===== src/rtl/one_wire_pkg.sv =====
// rtl/one_wire_pkg.sv - state encoding, counter width and us-to-clock conversion shared by one_wire blocks
package one_wire_pkg;

  localparam int CNT_W = 15;

  typedef enum logic [1:0] {
    S_IDLE      = 2'd0,
    S_LOW       = 2'd1,
    S_PRES_WAIT = 2'd2,
    S_PRES      = 2'd3
  } ow_state_e;

  function automatic logic [CNT_W-1:0] us_to_clk(input int us, input int clk_mhz);
    return CNT_W'(us * clk_mhz);
  endfunction

endpackage


===== src/rtl/one_wire_filter.sv =====
// rtl/one_wire_filter.sv - 2-flop line synchroniser with edge outputs; OW_GLITCH_FILTER_EN adds a 4-sample filter
module one_wire_filter (
  input  logic clk,
  input  logic reset_n,
  input  logic wire_i,
  output logic level_o,
  output logic fall_o,
  output logic rise_o
);

  logic [1:0] sync_q;
  logic       prev_q;
  logic       lvl;

  // Idle 1-wire line is high, so everything resets to 1 to avoid a false edge.
  always_ff @(posedge clk or negedge reset_n) begin
    if (!reset_n) begin
      sync_q <= 2'b11;
      prev_q <= 1'b1;
    end else begin
      sync_q <= {sync_q[0], wire_i};
      prev_q <= lvl;
    end
  end

`ifdef OW_GLITCH_FILTER_EN
  logic       filt_q;
  logic [1:0] run_q;

  always_ff @(posedge clk or negedge reset_n) begin
    if (!reset_n) begin
      filt_q <= 1'b1;
      run_q  <= 2'd0;
    end else if (sync_q[1] == filt_q) begin
      run_q  <= 2'd0;
    end else if (run_q == 2'd3) begin
      filt_q <= sync_q[1];
      run_q  <= 2'd0;
    end else begin
      run_q  <= run_q + 2'd1;
    end
  end

  assign lvl = filt_q;
`else
  assign lvl = sync_q[1];
`endif

  assign level_o = lvl;
  assign fall_o  = prev_q & ~lvl;
  assign rise_o  = ~prev_q & lvl;

endmodule


===== src/rtl/one_wire_slave.sv =====
// rtl/one_wire_slave.sv - 1-wire slave: bus reset/presence, write-slot receive, read-slot transmit
module one_wire_slave
  import one_wire_pkg::*;
#(
  parameter int CLK_MHZ       = 24,
  parameter int T_SAMP_US     = 30,
  parameter int T_SLOT_MAX_US = 120,
  parameter int T_RST_US      = 400,
  parameter int T_PDH_US      = 30,
  parameter int T_PDL_US      = 120
) (
  input  logic       clk,
  input  logic       reset_n,
  input  logic       wire_in,
  output logic       wire_oe,
  input  logic [7:0] tx_byte,
  input  logic       tx_load,
  output logic       tx_ready,
  output logic [7:0] rx_byte,
  output logic       rx_valid,
  output logic       reset_det,
  output logic       presence_done,
  output logic       slot_err,
  output logic       busy
);

  localparam logic [CNT_W-1:0] T_SAMP     = us_to_clk(T_SAMP_US, CLK_MHZ);
  localparam logic [CNT_W-1:0] T_SLOT_MAX = us_to_clk(T_SLOT_MAX_US, CLK_MHZ);
  localparam logic [CNT_W-1:0] T_RST      = us_to_clk(T_RST_US, CLK_MHZ);
  localparam logic [CNT_W-1:0] T_PDH_END  = us_to_clk(T_PDH_US, CLK_MHZ) - CNT_W'(1);
  localparam logic [CNT_W-1:0] T_PDL_END  = us_to_clk(T_PDL_US, CLK_MHZ) - CNT_W'(1);

  logic level, fall, rise;

  one_wire_filter u_filter (
    .clk     (clk),
    .reset_n (reset_n),
    .wire_i  (wire_in),
    .level_o (level),
    .fall_o  (fall),
    .rise_o  (rise)
  );

  ow_state_e        state_q, state_d;
  logic [CNT_W-1:0] cnt_q, cnt_d, cnt_inc;
  logic [2:0]       bit_idx_q, bit_idx_d;
  logic             tx_busy_q, tx_busy_d, tx_mode_q, tx_mode_d;
  logic [7:0]       tx_buf_q, tx_buf_d, rx_shift_q, rx_shift_d, rx_byte_q, rx_byte_d;
  logic             samp_q, samp_d, wire_oe_q, wire_oe_d;
  logic             rx_valid_q, rx_valid_d, reset_det_q, reset_det_d;
  logic             pres_done_q, pres_done_d, slot_err_q, slot_err_d;
  logic             go_low;

  always_comb begin
    state_d     = state_q;
    cnt_inc     = (cnt_q == '1) ? cnt_q : cnt_q + CNT_W'(1);
    cnt_d       = cnt_inc;
    bit_idx_d   = bit_idx_q;
    tx_busy_d   = tx_busy_q;
    tx_mode_d   = tx_mode_q;
    tx_buf_d    = tx_buf_q;
    rx_shift_d  = rx_shift_q;
    rx_byte_d   = rx_byte_q;
    samp_d      = samp_q;
    rx_valid_d  = 1'b0;
    reset_det_d = 1'b0;
    pres_done_d = 1'b0;
    slot_err_d  = 1'b0;
    go_low      = 1'b0;

    unique case (state_q)
      S_IDLE: begin
        cnt_d  = '0;
        go_low = fall;
      end
      S_LOW: begin
        if (cnt_q == T_SAMP) samp_d = level;
        if (rise) begin
          state_d = S_IDLE;
          cnt_d   = '0;
          if (cnt_q <= T_SLOT_MAX) begin
            bit_idx_d = bit_idx_q + 3'd1;
            if (!tx_mode_q) rx_shift_d = {samp_d, rx_shift_q[7:1]};
            if (bit_idx_q == 3'd7) begin
              if (tx_mode_q) begin
                tx_busy_d = 1'b0;
                tx_mode_d = 1'b0;
              end else begin
                rx_byte_d  = rx_shift_d;
                rx_valid_d = 1'b1;
              end
            end
          end else begin
            bit_idx_d = 3'd0;
            tx_busy_d = 1'b0;
            tx_mode_d = 1'b0;
            if (cnt_q < T_RST) begin
              slot_err_d = 1'b1;
            end else begin
              reset_det_d = 1'b1;
              state_d     = S_PRES_WAIT;
            end
          end
        end
      end
      S_PRES_WAIT: begin
        if (fall) begin
          go_low = 1'b1;
        end else if (cnt_q == T_PDH_END) begin
          state_d = S_PRES;
          cnt_d   = '0;
        end
      end
      S_PRES: begin
        if (cnt_q == T_PDL_END) begin
          state_d     = S_IDLE;
          cnt_d       = '0;
          pres_done_d = 1'b1;
        end
      end
      default: state_d = S_IDLE;
    endcase

    // Direction is decided only at a byte boundary so a partial byte never flips mode.
    if (go_low) begin
      state_d = S_LOW;
      cnt_d   = '0;
      samp_d  = 1'b1;
      if (bit_idx_q == 3'd0) tx_mode_d = tx_busy_q;
    end

    if (tx_load && !tx_busy_q) begin
      tx_busy_d = 1'b1;
      tx_buf_d  = tx_byte;
    end

    wire_oe_d = (state_d == S_PRES) ||
                ((state_d == S_LOW) && tx_mode_d && !tx_buf_q[bit_idx_q] && (cnt_d < T_SAMP));
  end

  always_ff @(posedge clk or negedge reset_n) begin
    if (!reset_n) begin
      state_q     <= S_IDLE;
      cnt_q       <= '0;
      bit_idx_q   <= 3'd0;
      tx_busy_q   <= 1'b0;
      tx_mode_q   <= 1'b0;
      tx_buf_q    <= 8'h00;
      rx_shift_q  <= 8'h00;
      rx_byte_q   <= 8'h00;
      samp_q      <= 1'b1;
      wire_oe_q   <= 1'b0;
      rx_valid_q  <= 1'b0;
      reset_det_q <= 1'b0;
      pres_done_q <= 1'b0;
      slot_err_q  <= 1'b0;
    end else begin
      state_q     <= state_d;
      cnt_q       <= cnt_d;
      bit_idx_q   <= bit_idx_d;
      tx_busy_q   <= tx_busy_d;
      tx_mode_q   <= tx_mode_d;
      tx_buf_q    <= tx_buf_d;
      rx_shift_q  <= rx_shift_d;
      rx_byte_q   <= rx_byte_d;
      samp_q      <= samp_d;
      wire_oe_q   <= wire_oe_d;
      rx_valid_q  <= rx_valid_d;
      reset_det_q <= reset_det_d;
      pres_done_q <= pres_done_d;
      slot_err_q  <= slot_err_d;
    end
  end

  assign wire_oe       = wire_oe_q;
  assign tx_ready      = ~tx_busy_q;
  assign rx_byte       = rx_byte_q;
  assign rx_valid      = rx_valid_q;
  assign reset_det     = reset_det_q;
  assign presence_done = pres_done_q;
  assign slot_err      = slot_err_q;
  assign busy          = (state_q != S_IDLE);

endmodule


===== config.mk =====
export PLATFORM = sky130hd
export DESIGN_NAME = one_wire_slave
export DESIGN_NICKNAME = d
export VERILOG_FILES = /design/src/rtl/one_wire_pkg.sv /design/src/rtl/one_wire_filter.sv /design/src/rtl/one_wire_slave.sv
export SDC_FILE = /design/constraint.sdc
export NUM_CORES = 1
export LEC_CHECK = 0
export ABC_CLOCK_PERIOD_IN_PS = 3500
export BUFFER_PORTS_ARGS = -buffer_cell sky130_fd_sc_hd__buf_2
export CORE_ASPECT_RATIO = 0.6
export CORE_UTILIZATION = 26
export CTS_BUF_LIST = sky130_fd_sc_hd__clkbuf_4 sky130_fd_sc_hd__clkbuf_8
export DETAILED_ROUTE_END_ITERATION = 12
export GPL_TIMING_DRIVEN = 0
export PLACE_DENSITY_LB_ADDON = 0.3
export RECOVER_POWER = 100
export SLEW_MARGIN = 20
export SYNTH_ARGS = -nofsm -noshare
export SYNTH_HDL_FRONTEND = slang
export SYNTH_HIERARCHICAL = 1
export SYNTH_SLANG_ARGS = --single-unit

===== constraint.sdc =====
create_clock -name clk -period 3.5 [get_ports clk]
set_clock_uncertainty 0.1 [all_clocks]
set_input_delay 0.35 -clock clk [delete_from_list [all_inputs] [get_ports clk]]
set_output_delay 0.35 -clock clk [all_outputs]
set_load 0.1 [all_outputs]

* Word-level counts from Yosys, hierarchy flattened
Cells that the tools add are included.
Storage, ports and cells: output and inout bits 15, bits of input ports 12, word-level logic and storage cells 108, register bits after elaboration 55
Operators by class: add/subtract/negate cells 2, reductions and logical operators 17, mux-type cells 51, equality and inequality tests 12, $lt $le $gt $ge 4, bitwise logic cells 6
Operators by type and width (count):
- 2-to-1 mux 15 bit | 6
- one-hot mux 15 bit (4 select lines) | 1
- 2-to-1 mux 1 bit | 32
- equality test 15 x 10 -> 1 bit, second input constant | 2
- adder 15 x 1 -> 15 bit, second input constant | 1
- equality test 15 x 12 -> 1 bit, second input constant | 1
- equality test 15 bit, second input constant | 1
- less-or-equal comparator 15 x 12 -> 1 bit, second input constant | 1
- less-than comparator 15 x 10 -> 1 bit, second input constant | 1
- less-than comparator 15 x 14 -> 1 bit, second input constant | 1
- 2-to-1 mux 2 bit | 7
- 2-to-1 mux 8 bit | 1
- nonzero test 2 bit | 4
- equality test 2 bit, second input constant | 3
- one-hot mux 2 bit (3 select lines) | 1
- AND reduction 5 bit | 1
- equality test 2 x 1 -> 1 bit, second input constant | 2
- logical AND 1 bit | 4
- less-than comparator 3 x 4 -> 1 bit, second input constant | 1
- inverter 1 bit | 4
- AND reduction 4 bit | 1
- adder 3 x 1 -> 3 bit, second input constant | 1
- binary-select mux 1 bit (select 3 bit) | 1
- equality test 3 bit, second input constant | 1
- 11 further kinds | 13

* Depth between registers and ports, before layout
Gate-level depths: netlist of the first run.
depth in word-level cells 11, mapped depth 8, depth with buffers taken out 8

* Cells and area by module
Netlist of the first run, hierarchy kept.
Modules (own cells, without submodules):
- one_wire_slave | times used 1, cells an instance 257, seq. area each 1277.5 µm², area an instance 2782.7 µm²
- one_wire_filter | times used 1, cells an instance 5, seq. area each 78.8 µm², area an instance 93.8 µm²

* Worst setup path before layout of the first run
Ideal clock, no wire load.
path type reg-to-reg, from reg cnt_q[0], to reg rx_shift_q[7], required time 3.275 ns, period minus slack after synthesis 2.350 ns, path slack 1.150 ns, stages on the path, launching flop included 8, path buffers 0, setup time 0.125 ns, data arrival time 2.126 ns, cell sequence dfrtp_1 inv_1 ha_1 or4b_4 nor3_1 mux2_2 mux2_2 mux2_2
On the way: cells in the longest elaborated chain, start to end 3, elaborated cells on any way between the ends 5, classes of those cells order compare: 1; eq/ne: 1; mux: 2; reduce/logical: 1
Ends and longest elaborated chain:
- from (decl) | RTL line one_wire_slave.sv:45 | logic [CNT_W-1:0] cnt_q, cnt_d, cnt_inc;
- from (signal assigned) | RTL line one_wire_slave.sv:159 | cnt_q <= cnt_d;
- parallel branches: the longest is 3 deep, another holds less-or-equal comparator 15 x 12 -> 1 bit
- to (signal assigned) | RTL line one_wire_slave.sv:164 | rx_shift_q <= rx_shift_d;
- to (decl) | RTL line one_wire_slave.sv:48 | logic [7:0] tx_buf_q, tx_buf_d, rx_shift_q, rx_shift_d, rx_byte_q, rx_byte_d;
Several ways; the timed one is not identified. A chain may end at the register's enable or synchronous reset.

* Final worst setup path of the first run
from reg cnt_q[12], to reg cnt_q[12]
On the way: cells in the longest elaborated chain, start to end 6, elaborated cells on any way between the ends 11, classes of those cells add/sub: 1; eq/ne: 3; mux: 7
Ends and longest elaborated chain:
- adder 15 x 1 -> 15 bit / equality test 15 bit (equally long branches) | RTL line one_wire_slave.sv:56 | cnt_inc = (cnt_q == '1) ? cnt_q : cnt_q + CNT_W'(1);
- 2-to-1 mux 15 bit | RTL line one_wire_slave.sv:56
- 2-to-1 mux 15 bit | RTL line one_wire_slave.sv:109 | end else if (cnt_q == T_PDH_END) begin
- 2-to-1 mux 15 bit | RTL line one_wire_slave.sv:107 | if (fall) begin
- one-hot mux 15 bit (4 select lines) (*) | RTL line one_wire_slave.sv:71 | unique case (state_q)
- 2-to-1 mux 15 bit (*) | RTL line one_wire_slave.sv:125 | if (go_low) begin
- named net cnt_d[12] | RTL line one_wire_slave.sv:45
Mark *: on every way through the listed nets, which the timed path passes. The rest lies on a longest branch.

==> flow_metrics.env, run 1 <==
export IMPL_synth_common_cells="dfrtp_1 (50), nor2_1 (23), mux2_2 (21), nand2_1 (18), o21ai_0 (11)"
export IMPL_pwr_share_clk_pct=27.7
export IMPL_place_hpwl_mm=4.707
export IMPL_drt_initial_drc_count=136
export IMPL_setup_viol=0
export IMPL_worstSetupPathType="flip-flop to flip-flop"
export IMPL_antenna_left=0
export IMPL_core_area_mm2=0.01067
export IMPL_grt_max_degree=55
export IMPL_netlist_cell_type_count=61
export IMPL_cts_resized_gates=0
export IMPL_gp_congestion=0.8294
export IMPL_register_area_mm2=0.001356
export IMPL_period_share_pct=82.05
export IMPL_setup_ws_ns=0.6282
export IMPL_drv_slew=0
export IMPL_cts_buffer_depth=2
export IMPL_drc=0
export IMPL_cts_tree="yes"
export IMPL_power_density_mw_per_mm2=493.9
export IMPL_hp_class="input port to flip-flop"
export IMPL_worstPathRequired_ns=3.58
export IMPL_dieArea_mm2=0.01150
export IMPL_clk_latency_ns=0.31
export IMPL_row_count=29
export IMPL_synth_edf_count=0
export IMPL_ys_ff_latch=54
export IMPL_syn_inst=262
export IMPL_end_kind="flip-flop"
export IMPL_syn_area_mm2=0.002877
export IMPL_cts_hold_buffers=0
export IMPL_final_layout_size_suffix_gt1_share_pct=18.58
export IMPL_rsz0062_at_grt="false"
export IMPL_synthTopCellsByArea="dfrtp_1 (43%), mux2_2 (8.2%), dfstp_2 (3.7%)"
export IMPL_synthArstFlopShare_pct=100.0
export IMPL_tightest_slew_ns=1.360
export IMPL_power_internal_w=0.001078
export IMPL_multi_input_area_mm2=0.001333
export IMPL_vias=2110
export IMPL_relSlewSlack_pct=9.342
export IMPL_share_comb_of_total_power_pct=23.5
export IMPL_nNetsFinal=312
export IMPL_clk_pin_slew_ns=0.10
export IMPL_p_seq_share_pct=48.8
export IMPL_hold_viol_final=0
export IMPL_clock_sinks=54
export IMPL_grt_overflow_total=0
export IMPL_worstPathArrival_ns=2.95
export IMPL_synth_warnings=6
export IMPL_outcome="completed"
export IMPL_track_usage_pct=11.99
export IMPL_htree_levels=2
export IMPL_crit_path_start_kind="flip-flop"
export IMPL_firstDrtPassIters=4
export IMPL_antenna_found_initial=0
export IMPL_fillers=1128
export IMPL_worstSetupEndpoint="cnt_q[12]"
export IMPL_drt_wl_total_mm=6.363
export IMPL_syn_nets=279
export IMPL_switching_power_w=0.0005155
export IMPL_post_place_ws_ns=0.9472
export IMPL_period_needed_ns=2.872
export IMPL_cp_max_fo=10
export IMPL_timing_rr_start="cnt_q[12]"
export IMPL_peakVddDrop_mv=0.2384
export IMPL_grt_pass1_vias=1954
export IMPL_synth_top_area_share_pct=43.50
export IMPL_io_pins=27
export IMPL_diodes=0
export IMPL_die_w_um=137.8
export IMPL_grt_pass1_wl_mm=10.52
export IMPL_avgSynthCellArea_um2=10.98
export IMPL_fmax_mhz=348.2
export IMPL_tns_ns=0
export IMPL_area_growth_pct=12.18
export IMPL_start_util_pct=26.96
export IMPL_swShare_pct=32.34
export IMPL_seq_area_frac_synth_pct=47.15
export IMPL_root_buffer="clkbuf_8"
export IMPL_maxCapViolCount=0
export IMPL_cts_inserted_buffers=5
export IMPL_synth_most_common_cell="dfrtp_1"
export IMPL_r2r_slack_ns=0.63
export IMPL_synth_flop_cell="dfrtp_1"
export IMPL_routedWlPerCell_um=14.63
export IMPL_drt_vias_per_instance=4.851
export IMPL_die_h_um=83.48
export IMPL_power_total_w=0.001594
export IMPL_cts_setup_buffers=0
export IMPL_fin_util_pct=30.25
export IMPL_reg2reg_depth=7
export IMPL_cellLeakagePower_nw=1.394
export IMPL_port_buffers=26
export IMPL_cp_startpoint="cnt_q[12]"
export IMPL_r2r_end="cnt_q[12]"
export IMPL_synth_area_leader_cell="dfrtp_1"
## worst min path at each step
stage / from / endpoint / slack [ns] / cells past startpoint
4_1_cts: reset_n / cnt_q[4] / 0.01 / 1
3_3_place_gp: u_filter/sync_q[0] / u_filter/sync_q[1] / 0.25 / 0
5_1_grt: wire_in / u_filter/sync_q[0] / 0.008 / 1
2_1_floorplan: reset_n / bit_idx_q[0] / -0.05 / 0
6_report: wire_in / u_filter/sync_q[0] / 0.02 / 1
3_5_place_dp: u_filter/sync_q[0] / u_filter/sync_q[1] / 0.26 / 0
## state kept, by name, indices dropped and copies added (netlist names)
register,count
reset_det,1
u_filter/prev_q,1
state_q,2
u_filter/sync_q,2
cnt_q,15
tx_mode_q,1
samp_q,1
tx_buf_q,8
rx_byte,8
wire_oe,1
rx_shift_q,7
bit_idx_q,3
tx_busy_q,1
presence_done,1
rx_valid,1
slot_err,1
## final cells by class
cell class	instances	share of cell area [%]
repair buffers	26	3.451
inverters	10	1.163
multi-input cells	185	41.30
plain buffers	13	3.141
clock buffers	6	2.365
flip-flops and latches	54	42.03
well taps	139	5.390
clock inverters	2	1.163
## critical path: stages, from the launching register on
cell and delay (ns):
dfrtp_1 0.38, clkbuf_1 0.22, nor4_1 0.40, and4_1 0.35, a21oi_1 0.13, nor2_1 0.52
clkbuf_1 0.53, nor2_1 0.12
## placed cells by master, fill, tap and decap left out, types with 6 or more instances in the layout
cell and count:
mux2_2 20, nor3_1 7, clkbuf_1 21, inv_1 10
nand3_1 10, nand2_1 19, a21oi_1 8, dfrtp_1 50
nand4_1 6, buf_2 12, clkbuf_8 8, mux2_1 6
o21ai_0 12, nor2_1 23
## metal layers
| metal | part of all wire (%) | track usage [%] | vias up |
|---|---|---|---|
| li1 | - | - | 1025 |
| met1 | 58 | 20.18 | 1036 |
| met2 | 36 | 14.02 | 44 |
| met3 | 5.7 | 4.007 | 5 |
| met4 | 0.41 | 2.075 | 0 |
| met5 | 0 | 0 | - |
## stage by stage
stage	hold WS (ns)	cells	cell area, µm²
2_1_floorplan	-0.04559	262	2877
3_3_place_gp	0.2502	427	3181
3_5_place_dp	0.2553	427	3183
4_1_cts	0.01025	435	3297
5_1_grt	0.007944	435	3227
6_report	0.02320	435	3227
## kinds of logic after synthesis
kind of cell,share of synthesized area (%)
AND/OR/NAND/NOR,18.97
flip-flops,47.15
multiplexers,14.66
buffers and inverters,5.481
XOR/XNOR,1.827
AO/OA/AOI/OAI,9.744
adder cells (fa/ha/maj),2.175
## power by group through the flow
stage	combinational [W]	clock, W	sequential (W)
2_1_floorplan	0.000266	0	0.000800
3_3_place_gp	0.000378	0	0.000785
3_5_place_dp	0.000387	0	0.000792
4_1_cts	0.000389	0.000454	0.000779
5_1_grt	0.000412	0.000482	0.000792
6_report	0.000375	0.000442	0.000778
No activity file was read; power rests on OpenSTA's default activity.
==> run 2, diff against run 1 <==
--- a/config.mk
+++ b/config.mk
@@ -5,7 +5,7 @@
 export SDC_FILE = /design/constraint.sdc
 export NUM_CORES = 1
 export LEC_CHECK = 0
-export ABC_CLOCK_PERIOD_IN_PS = 3500
+export ABC_CLOCK_PERIOD_IN_PS = 2800
 export BUFFER_PORTS_ARGS = -buffer_cell sky130_fd_sc_hd__buf_2
 export CORE_ASPECT_RATIO = 0.6
 export CORE_UTILIZATION = 26
==> constraint.sdc (replaced) <==
create_clock -name clk -period 2.8 [get_ports clk]
set_clock_uncertainty 0.1 [all_clocks]
set_input_delay 0.28 -clock clk [delete_from_list [all_inputs] [get_ports clk]]
set_output_delay 0.28 -clock clk [all_outputs]
set_load 0.1 [all_outputs]
==> run 2 against run 1 <==
Die area is the same. Cell count grew 0.46%. Worst hold slack improved by 0.068 ns. Global-route usage is essentially flat. Clock-buffer cell count stayed put. Design area rose by 1.4%. Critical path depth unchanged. Register-to-register slack lost 0.38 ns. First-iteration DRC count shrank 4.4%. Via count about the same. Non-clock buffer count increased by 2.
==> flow_metrics.env, run 2 (same netlist as run 1, synthesis figures left out) <==
export IMPL_placed_cell_area_mm2=0.003183
export IMPL_r2r_slack_ns=0.25
export IMPL_drc=0
export IMPL_rsz0062_at_grt="false"
export IMPL_finalInstanceArea_mm2=0.003271
export IMPL_track_usage_pct=12.00
export IMPL_cts_setup_buffers=0
export IMPL_crit_chain="inv_1, ha_1, or4b_4, nor3_1, mux2_1, mux2_2, mux2_2"
export IMPL_grt_pass1_vias=1945
export IMPL_crit_path_start_kind="flip-flop"
export IMPL_fmax_mhz=391.6
export IMPL_cts_hold_buffers=2
export IMPL_die_w_um=137.8
export IMPL_grt_overflow_total=0
export IMPL_clk_latency_ns=0.31
export IMPL_worstSetupPathType="flip-flop to flip-flop"
export IMPL_vias=2111
export IMPL_critPathTopFamily="multiplexers"
export IMPL_place_hpwl_mm=4.707
export IMPL_gp_congestion=0.8294
export IMPL_peakVddDrop_mv=0.2979
export IMPL_final_layout_size_suffix_gt1_share_pct=20.81
export IMPL_drt_vias_per_instance=4.831
export IMPL_cts_tree="yes"
export IMPL_maxCapViolCount=0
export IMPL_clk_pin_slew_ns=0.10
export IMPL_whs_path_depth=2
export IMPL_fillers=1125
export IMPL_tns_ns=0
export IMPL_power_density_mw_per_mm2=610.5
export IMPL_setup_ws_ns=0.2466
export IMPL_outcome="completed"
export IMPL_worstPathRequired_ns=2.90
export IMPL_port_buffers=26
export IMPL_path_buf_inv=1
export IMPL_drt_wl_total_mm=6.361
export IMPL_cp_common_cell="mux2_2"
export IMPL_clock_sinks=54
export IMPL_cts_resized_gates=0
export IMPL_drv_slew=0
export IMPL_period_needed_ns=2.553
export IMPL_worstPathArrival_ns=2.65
export IMPL_setup_viol=0
export IMPL_diodes=0
export IMPL_nNetsFinal=314
export IMPL_dieArea_mm2=0.01150
export IMPL_final_cell_mix="dfrtp_1 (50), nor2_1 (23), mux2_2 (20)"
export IMPL_max_flop_register="cnt_q"
export IMPL_die_h_um=83.48
export IMPL_final_common_cell="dfrtp_1"
export IMPL_antenna_left=0
export IMPL_end_kind="flip-flop"
export IMPL_post_place_ws_ns=0.2472
export IMPL_slowest_delay_ns=0.48
export IMPL_reg2reg_depth=7
export IMPL_hold_viol_final=0
export IMPL_min_from="tx_byte[3]"
export IMPL_cp_max_fo=6
export IMPL_cts_buffer_depth=2
export IMPL_io_pins=27
export IMPL_routedWlPerCell_um=14.56
export IMPL_largest_reg_flops=15
export IMPL_htree_levels=2
export IMPL_worst_hold_path_endpoint="tx_buf_q[3]"
export IMPL_area_growth_pct=13.70
export IMPL_grt_max_degree=55
export IMPL_antenna_found_initial=0
export IMPL_start_util_pct=26.96
export IMPL_core_area_mm2=0.01067
export IMPL_hp_class="input port to flip-flop"
export IMPL_timing_rr_start="cnt_q[0]"
export IMPL_whs_ns=0.09074
export IMPL_firstDrtPassIters=4
export IMPL_row_count=29
export IMPL_grt_pass1_wl_mm=10.54
export IMPL_root_buffer="clkbuf_8"
export IMPL_drt_initial_drc_count=130
export IMPL_tightest_slew_ns=1.370
export IMPL_fin_util_pct=30.66
export IMPL_critical_path_slowest_cell="or4b_4"
export IMPL_r2r_end="rx_shift_q[7]"
export IMPL_relSlewSlack_pct=8.643
export IMPL_period_share_pct=91.19
export IMPL_cellLeakagePower_nw=1.416
export IMPL_cts_inserted_buffers=5
[run 2: layout make-up]
type	instances	area, µm²	share of cell area (%)
well taps	139	173.9	5.318
clock buffers	6	76.32	2.334
multi-input cells	185	1343	41.05
plain buffers	13	113.9	3.481
clock inverters	2	37.54	1.148
repair buffers	28	132.6	4.055
flip-flops and latches	54	1356	41.47
inverters	10	37.54	1.148
[run 2: worst reg2reg max path, cell delays in order, from the launching register on]
cell     delay (ns)
dfrtp_1        0.45
inv_1          0.10
ha_1           0.14
or4b_4         0.48
nor3_1         0.25
mux2_1         0.37
mux2_2         0.28
mux2_2         0.27
[run 2: metal layers]
metal	vias up	track usage, %	wire length, µm
li1	1029	-	-
met1	1030	20.41	3660
met2	47	13.80	2275
met3	5	4.007	398
met4	0	2.075	26
met5	-	0	0
[run 2: worst max-delay path by stage]
stage / from / to / slack (ns) / depth (start not counted)
finish: cnt_q[0] / rx_shift_q[7] / 0.25 / 7
global route: cnt_q[12] / cnt_q[9] / 0.04 / 7
CTS: cnt_q[0] / rx_shift_q[7] / 0.23 / 7
detailed placement: cnt_q[0] / rx_shift_q[7] / 0.25 / 7
global placement: cnt_q[0] / wire_oe / 0.25 / 8
floorplan: cnt_q[0] / rx_shift_q[7] / 0.45 / 7
[run 2: metrics by stage]
step / cells / total power, W
2_1_floorplan: 262 / 0.001333
3_3_place_gp: 427 / 0.001453
3_5_place_dp: 427 / 0.001473
4_1_cts: 437 / 0.002030
5_1_grt: 437 / 0.002115
6_report: 437 / 0.001997
[run 2: where the power goes]
group          internal (W)  total [W]  leakage (nW)  switching, W
registers          0.000885   0.000972         0.708     0.0000873
logic              0.000192   0.000476         0.653      0.000283
clock network      0.000277   0.000548        0.0548      0.000271
